<file path="src/rtl/display_scan_ctrl.sv">
// Four-digit seven-segment scan controller: per-digit slots with a leading blank phase,
// frame-boundary snapshots of the display data and per-digit blinking.
module display_scan_ctrl #(
  parameter int unsigned TICK_DIV     = 200000,
  parameter int unsigned BLANK_CYCLES = 1000,
  parameter int unsigned BLINK_FRAMES = 62
) (
  input  logic        clk,
  input  logic        rst_n,
  input  logic        enable,
  input  logic [15:0] digits_in,
  input  logic [3:0]  dp_in,
  input  logic [3:0]  blink_mask,
  output logic [3:0]  an,
  output logic [6:0]  seg,
  output logic        dp,
  output logic        frame_start
);

  localparam int unsigned CntW = $clog2(TICK_DIV + 1);
  localparam int unsigned FrmW = (BLINK_FRAMES > 1) ? $clog2(BLINK_FRAMES) : 1;

  localparam logic [CntW-1:0] CntMax   = CntW'(TICK_DIV);
  localparam logic [CntW-1:0] BlankMax = CntW'(BLANK_CYCLES);
  localparam logic [FrmW-1:0] FrmMax   = FrmW'(BLINK_FRAMES - 1);

  typedef enum logic [0:0] {StIdle, StRun} state_e;

  state_e          state_q, state_d;
  logic [CntW-1:0] cnt_q, cnt_d;
  logic [1:0]      idx_q, idx_d;
  logic [FrmW-1:0] frm_q, frm_d;
  logic            blink_q, blink_d;
  logic [15:0]     dig_q, dig_d;
  logic [3:0]      dpsh_q, dpsh_d;
  logic [3:0]      mask_q, mask_d;
  logic [3:0]      an_q, an_d;
  logic [6:0]      seg_q, seg_d;
  logic            dp_q, dp_d;
  logic            fs_q, fs_d;

  logic            drive;
  logic [3:0]      cur_dig;

  function automatic logic [6:0] bcd_to_seg(input logic [3:0] v);
    logic [6:0] s;
    unique case (v)
      4'd0:    s = 7'b1000000;
      4'd1:    s = 7'b1111001;
      4'd2:    s = 7'b0100100;
      4'd3:    s = 7'b0110000;
      4'd4:    s = 7'b0011001;
      4'd5:    s = 7'b0010010;
      4'd6:    s = 7'b0000010;
      4'd7:    s = 7'b1111000;
      4'd8:    s = 7'b0000000;
      4'd9:    s = 7'b0010000;
      default: s = 7'b1111111;
    endcase
    return s;
  endfunction

  always_comb begin
    state_d = state_q;
    cnt_d   = cnt_q;
    idx_d   = idx_q;
    frm_d   = frm_q;
    blink_d = blink_q;
    dig_d   = dig_q;
    dpsh_d  = dpsh_q;
    mask_d  = mask_q;
    fs_d    = 1'b0;
    unique case (state_q)
      StIdle: begin
        if (enable) begin
          state_d = StRun;
          dig_d   = digits_in;
          dpsh_d  = dp_in;
          mask_d  = blink_mask;
          fs_d    = 1'b1;
        end
      end
      StRun: begin
        if (!enable) begin
          // Disable beats a coincident frame wrap: no snapshot, no pulse.
          state_d = StIdle;
          cnt_d   = CntW'(1);
          idx_d   = 2'd3;
          frm_d   = '0;
          blink_d = 1'b0;
        end else if (cnt_q == CntMax) begin
          cnt_d = CntW'(1);
          idx_d = idx_q - 2'd1;
          if (idx_q == 2'd0) begin
            dig_d  = digits_in;
            dpsh_d = dp_in;
            mask_d = blink_mask;
            fs_d   = 1'b1;
            if (frm_q == FrmMax) begin
              frm_d   = '0;
              blink_d = ~blink_q;
            end else begin
              frm_d = frm_q + 1'b1;
            end
          end
        end else begin
          cnt_d = cnt_q + 1'b1;
        end
      end
      default: state_d = StIdle;
    endcase
  end

  // Outputs are a registered function of the current state, so they lag it by one cycle.
  assign drive   = (state_q == StRun) && (cnt_q > BlankMax);
  assign cur_dig = dig_q[{idx_q, 2'b00} +: 4];

  always_comb begin
    an_d = 4'hF;
    if (drive && !(blink_q && mask_q[idx_q])) begin
      an_d[idx_q] = 1'b0;
    end
    seg_d = (state_q == StRun) ? bcd_to_seg(cur_dig) : 7'h7F;
    dp_d  = drive ? ~dpsh_q[idx_q] : 1'b1;
  end

  always_ff @(posedge clk or negedge rst_n) begin
    if (!rst_n) begin
      state_q <= StIdle;
      cnt_q   <= CntW'(1);
      idx_q   <= 2'd3;
      frm_q   <= '0;
      blink_q <= 1'b0;
      dig_q   <= 16'hFFFF;
      dpsh_q  <= 4'h0;
      mask_q  <= 4'h0;
      an_q    <= 4'hF;
      seg_q   <= 7'h7F;
      dp_q    <= 1'b1;
      fs_q    <= 1'b0;
    end else begin
      state_q <= state_d;
      cnt_q   <= cnt_d;
      idx_q   <= idx_d;
      frm_q   <= frm_d;
      blink_q <= blink_d;
      dig_q   <= dig_d;
      dpsh_q  <= dpsh_d;
      mask_q  <= mask_d;
      an_q    <= an_d;
      seg_q   <= seg_d;
      dp_q    <= dp_d;
      fs_q    <= fs_d;
    end
  end

  assign an          = an_q;
  assign seg         = seg_q;
  assign dp          = dp_q;
  assign frame_start = fs_q;

endmodule
</file>
<file path="config.mk">
export PLATFORM = sky130hd
export DESIGN_NAME = display_scan_ctrl
export DESIGN_NICKNAME = d
export VERILOG_FILES = /design/src/rtl/display_scan_ctrl.sv
export SDC_FILE = /design/constraint.sdc
export NUM_CORES = 1
export LEC_CHECK = 0
export BUFFER_PORTS_ARGS = -buffer_cell sky130_fd_sc_hd__buf_2
export CAP_MARGIN = 15
export CORE_MARGIN = 1
export CORE_UTILIZATION = 55
export CTS_CLUSTER_SIZE = 20
export DETAILED_ROUTE_END_ITERATION = 7
export MAX_ROUTING_LAYER = met4
export PLACE_DENSITY = 0.85
export SKIP_LAST_GASP = 1
export SLEW_MARGIN = 20
export SYNTH_ARGS = -nofsm -noshare
export SYNTH_HDL_FRONTEND = slang
export SYNTH_SLANG_ARGS = --single-unit
export TNS_END_PERCENT = 20
</file>
<file path="constraint.sdc">
create_clock -name clk -period 3.7 [get_ports clk]
set_input_delay 0.185 -clock clk [delete_from_list [all_inputs] [get_ports clk]]
set_output_delay 0.185 -clock clk [all_outputs]
set_load 0.1 [all_outputs]
</file>
### After elaboration in Yosys (flattened, before gate mapping)

Memory sizes are Yosys's and may differ from the RTL's.
Index checks and enable logic that the tools add are counted.

| storage, ports and cells | value |
|---|---|
| flip-flop bits (word level) | 65 |
| memory bits (read-only) | 112 |
| input port bits | 27 |
| output and inout bits | 13 |
| word-level logic and storage cells | 84 |
| memories kept | 1 |

| operators by class | value |
|---|---|
| add/sub/neg operators | 3 |
| $lt $le $gt $ge | 3 |
| equal/unequal tests | 9 |
| shift operators | 1 |
| mux-type cells | 41 |
| bitwise logic cells | 4 |
| reductions and logical operators | 10 |

Memory list:

| memory | words | width | read ports | clocked after memory_dff | wr ports | line | RTL |
|---|---|---|---|---|---|---|---|
| (no name shown) | 16 | 7 | 1 | 0 | 0 | 47 | `unique case (v)` |

Operators by type and width:

| kind | count |
|---|---|
| $mux 16 | 4 |
| $mux 18 | 2 |
| $mux 4 | 9 |
| $pmux 16 s2 | 1 |
| $mux 6 | 4 |
| $add 18x1->18 const B | 1 |
| $eq 18x18->1 const B | 1 |
| $gt 18x10->1 const B | 1 |
| $pmux 4 s2 | 2 |
| $shiftx 16x5->4 | 1 |
| $mux 1 | 12 |
| $ne 2x1->1 const B | 5 |
| $reduce_and 4->1 | 2 |
| $mux 7 | 1 |
| $add 6x1->6 const B | 1 |
| $eq 6x6->1 const B | 1 |
| $bmux 1 s2 | 2 |
| $logic_and 1x1->1 | 4 |
| $mux 2 | 2 |
| $ne 2x2->1 const B | 2 |
| $not 4->4 | 1 |
| $lt 2x3->1 const B | 1 |
| $not 1->1 | 3 |
| $reduce_and 3->1 | 1 |
| 7 further kinds | 7 |

### Depth between registers and ports, before layout

| depth | value |
|---|---|
| depth after elaboration | 6 |
| gate-level depth with buffers | 8 |
| mapped depth without buffers | 7 |

### Least setup slack after synthesis

No wires, ideal clock.

| timing | value |
|---|---|
| path type | reg-to-reg |
| start | register idx_q[1] |
| end | register dpsh_q[2] |
| library setup time | 125 ps |
| arrival | 2,095 ps |
| data required time | 3,575 ps |
| path slack | 1,480 ps |
| cell stages (with the launch flop) | 8 |
| path buffers | 2 |
| period minus slack after synthesis | 2,220 ps |
| cell sequence | dfstp_2 -> clkbuf_1 -> inv_1 -> ha_1 -> and3_4 -> o21ai_4 -> buf_6 -> mux2_4 |

| between the ends | value |
|---|---|
| word-level cells in the longest chain between the ends | 3 |

RTL lines:

| element | line | RTL |
|---|---|---|
| start: declaration | 31 | `logic [1:0] idx_q, idx_d;` |
| start signal: assignment | 144 | `idx_q <= idx_d;` |
| $logic_not 2->1 | 94 | `if (idx_q == 2'd0) begin` |
| $ne 2x1->1 (no source line) | - |  |
| $reduce_and 4->1 (no source line) | - |  |
| end signal: assignment | 148 | `dpsh_q <= dpsh_d;` |
| end: declaration | 35 | `logic [3:0] dpsh_q, dpsh_d;` |

Every way passes these cells.
A chain may end at the register's enable or synchronous reset.

### Worst setup path in the final report

| timing | value |
|---|---|
| start | register idx_q[0] |
| end | register dig_q[10] |

| between the ends | value |
|---|---|
| word-level cells in the longest chain between the ends | 3 |

RTL lines:

| element | line | RTL |
|---|---|---|
| $logic_not 2->1 | 94 |  |
| $ne 2x1->1 (no source line) | - |  |
| $reduce_and 4->1 (no source line) | - |  |
| end signal: assignment | 147 | `dig_q <= dig_d;` |
| end: declaration | 34 | `logic [15:0] dig_q, dig_d;` |

Every way passes these cells.

==> metrics.cfg <==
[run_status]
run_status=completed

[power_and_ir_drop]
vdd.ir_drop.worst_mv=0.359
swShare_pct=30.2
power.share.combinational_pct=19.1
seq_power_share_pct=48.4
powerDensity_nw_per_um2=466
cell_internal_pwr_mw=1.24
power.clock.fraction_pct=32.5
static-leakage-power_nw=1.78
total_switching_power_uw=537
design_power_total_mw=1.78

[drt]
first_iter_violations=159
mean_routed_wirelength_per_cell_um=16.2
drt_drc_violations_left=0
drtPass1Iterations=4
ant_nets=0
detailroute.via_count=2309
final_wirelength_um=6660
post_drt_via_cell_ratio=5.60

[sta]
setup_skew_after_layout_ns=0.0112
maxSlewViolCount=0
fin_tns_setup_ns=0
worstMarginPinSlew_ns=0.870
final.period_utilization_pct=73.9
finalHoldWorstSlack_ns=0.0568
finalHoldViolations=0
finalCriticalPeriod_ns=2.74
final.setup.worst_slack_ns=0.964
max_fclk_mhz=366
report.final.setup_viol=0
unrepaired_setup_endpoints_after_global_routing=no
timing.max_slew.rel_slack_pct=42.0

[grt]
gr-total-overflow=0
grt_pass1_wl_um=11000
global_route.usage.total_pct=23.8
number_of_antenna_violations_at_the_first_check_in_global_routing=0
grt_pass1_vias=2265
grt_start_max_net_pins=40

[clock_network]
cts_htree_levels=3
cts-root-to-sink-buffers=2
worst_setup_hold_path_clk_slew_ns=0.08
clock_insertion_delay_at_the_later_pin_of_the_skew_report_ns=0.35
tritoncts_clock_tree=yes
post-cts-setup-buffer-count=0
cts.sink_count=65
clockRootBuffer=clkbuf_8
cts_inserted_buffers=9

[floorplanning]
initial_core_utilization_pct=56.8
floorplan.die_area_um2=6430
core-area_um2=5920
die_height_um=80.2
chipWidth_um=80.2
io_pins=40
rows=28

[final_layout]
antenna_cells=0
most_used_cells_in_the_layout_excluding_fill_and_tap_cells=buf_2, dfrtp_1, dfstp_2, nor2_1, nand2_1
layout.core_utilization_pct=64.5
growth_of_design_area_from_synthesis_to_finish_pct=13.5
layout.nets=372
layout_cell_share_with_drive_strength_beyond_1_pct=37.4
final_common_cell=buf_2
post-route-cell-area_um2=3820
layout.cells.non_filler=412

[synth]
syn-cell-area_um2=3360
number_of_synthesized_flops_with_an_enable_pin=0
synth-main-ff-cell=dfrtp_1
syn-num-nets=328
synth.yosys.seq_area_share_pct=49.5
syn_area_per_cell_um2=11.7
yosys_register_bits=65
cell_variety_after_synth=44
ys_async_sr_fraction_pct=100
synthCells=288
ys.warnings.count=0

[worst_hold_path]
hold_path_class=in -> reg

[critical_path]
critPathKind=reg -> reg
critPathCaptureType=register
crit_required_ns=3.98
cp.arrival_ns=3.01
worst-path-max-fanout=21
critical_path.startpoint_type=register

[placement]
place_inst=395
hpwlAfterDp_um=4560
placedInstanceArea_um2=3610
place_worst_setup_slack_ns=0.954
finalWeightedCongestion=0.882
number_of_buffer_cells_added_on_primary_ports=39

[run]
cap_viol_max_count=0

-- power by group through the flow --
stage | sequential, mW | clock (mW) | combinational, mW
2_1_floorplan | 0.949 | 0 | 0.176
3_3_place_gp | 0.867 | 0 | 0.324
3_5_place_dp | 0.872 | 0 | 0.336
5_1_grt | 0.871 | 0.608 | 0.367
4_1_cts | 0.861 | 0.580 | 0.342
6_report | 0.862 | 0.578 | 0.339
-- cell families after synthesis --
kind of cell	count (synthesis)	synth area share, %
simple gates	103	15.6
mux	38	16.3
compound gates	28	5.88
flops	65	49.5
buf+inv	23	3.24
xor+xnor	18	4.69
fa+ha+maj	13	4.84
-- sequential cells by signal (all words and copies together), names as in the netlist --
register	count
cnt_q	18
an	4
blink_q	1
dp	1
idx_q	2
mask_q	4
dpsh_q	4
frm_q	6
frame_start	1
seg	7
dig_q	16
state_q	1
-- final timing paths --
check | startpoint | to | slack, ns | cells after the start
setup / recovery | idx_q[0] | dig_q[10] | 0.96 | 6
hold reg to reg | mask_q[2] | mask_q[2] | 0.51 | 1
min in group asynchronous | rst_n | frame_start | 0.51 | 2
setup reg to reg | idx_q[0] | dig_q[10] | 0.96 | 6
max in group asynchronous | rst_n | state_q | 2.21 | 4
hold / removal | digits_in[9] | dig_q[9] | 0.06 | 2
-- synth_stat cells (2+ instances only) --
library cell  number  area [um^2]
nand3_1           10         50.1
a22o_1             2         17.5
nand4_1           10         62.6
and4_1             2         17.5
buf_2              3         15.0
mux4_2             5          113
a21o_1             2         15.0
nor3_1             5         25.0
xnor2_1           11         96.3
a22oi_1            2         15.0
dfstp_2           31          815
dfrtp_1           34          851
nand2_1           24         90.1
clkbuf_1           3         11.3
nand2b_1           3         18.8
a221o_1            2         20.0
mux2_2             8         90.1
and2_1             2         12.5
nor4_1             2         12.5
mux2_4            19          285
nor2_1            30          113
xor2_1             7         61.3
o21ai_0            8         40.0
o211ai_1           3         22.5
inv_1             13         48.8
and3_1             5         31.3
nand4b_1           2         17.5
a21oi_1            5         25.0
buf_6              2         22.5
mux2i_1            6         60.1
ha_1              13          163
nor2b_1            2         12.5
-- layer usage --
layer	global-route usage, %	wire length, um	up-vias
li1	-	-	1095
met1	31.3	3010	1142
met2	36.5	3290	60
met3	4.43	218	12
met4	10.0	138	0
met5	-	0	-
-- timing repair --
| action | 4_1_cts | 5_1_grt |
|---|---|---|
| hold endpoints to repair | 15 | 0 |
| setup endpoints to repair | 0 | 0 |
| gates resized for setup | 0 | 0 |
| hold buffers | 1 | 0 |
-- layout make-up --
cell class / instances / area (um^2)
Fill cell: 456 / 2100
Clock inverter: 4 / 25.0
Clock buffer: 12 / 166
Sequential cell: 65 / 1670
Multi-Input combinational cell: 200 / 1590
Timing Repair Buffer: 43 / 228
Inverter: 13 / 48.8
Tap cell: 75 / 93.8
-- critical path, cell delays in order, from the launching register on --
cell and delay, ns:
dfstp_2 0.69, inv_1 0.18, ha_1 0.32, and3_4 0.20
o21ai_4 0.66, buf_4 0.30, mux2_4 0.30
No activity file was read; power rests on OpenSTA's default activity.
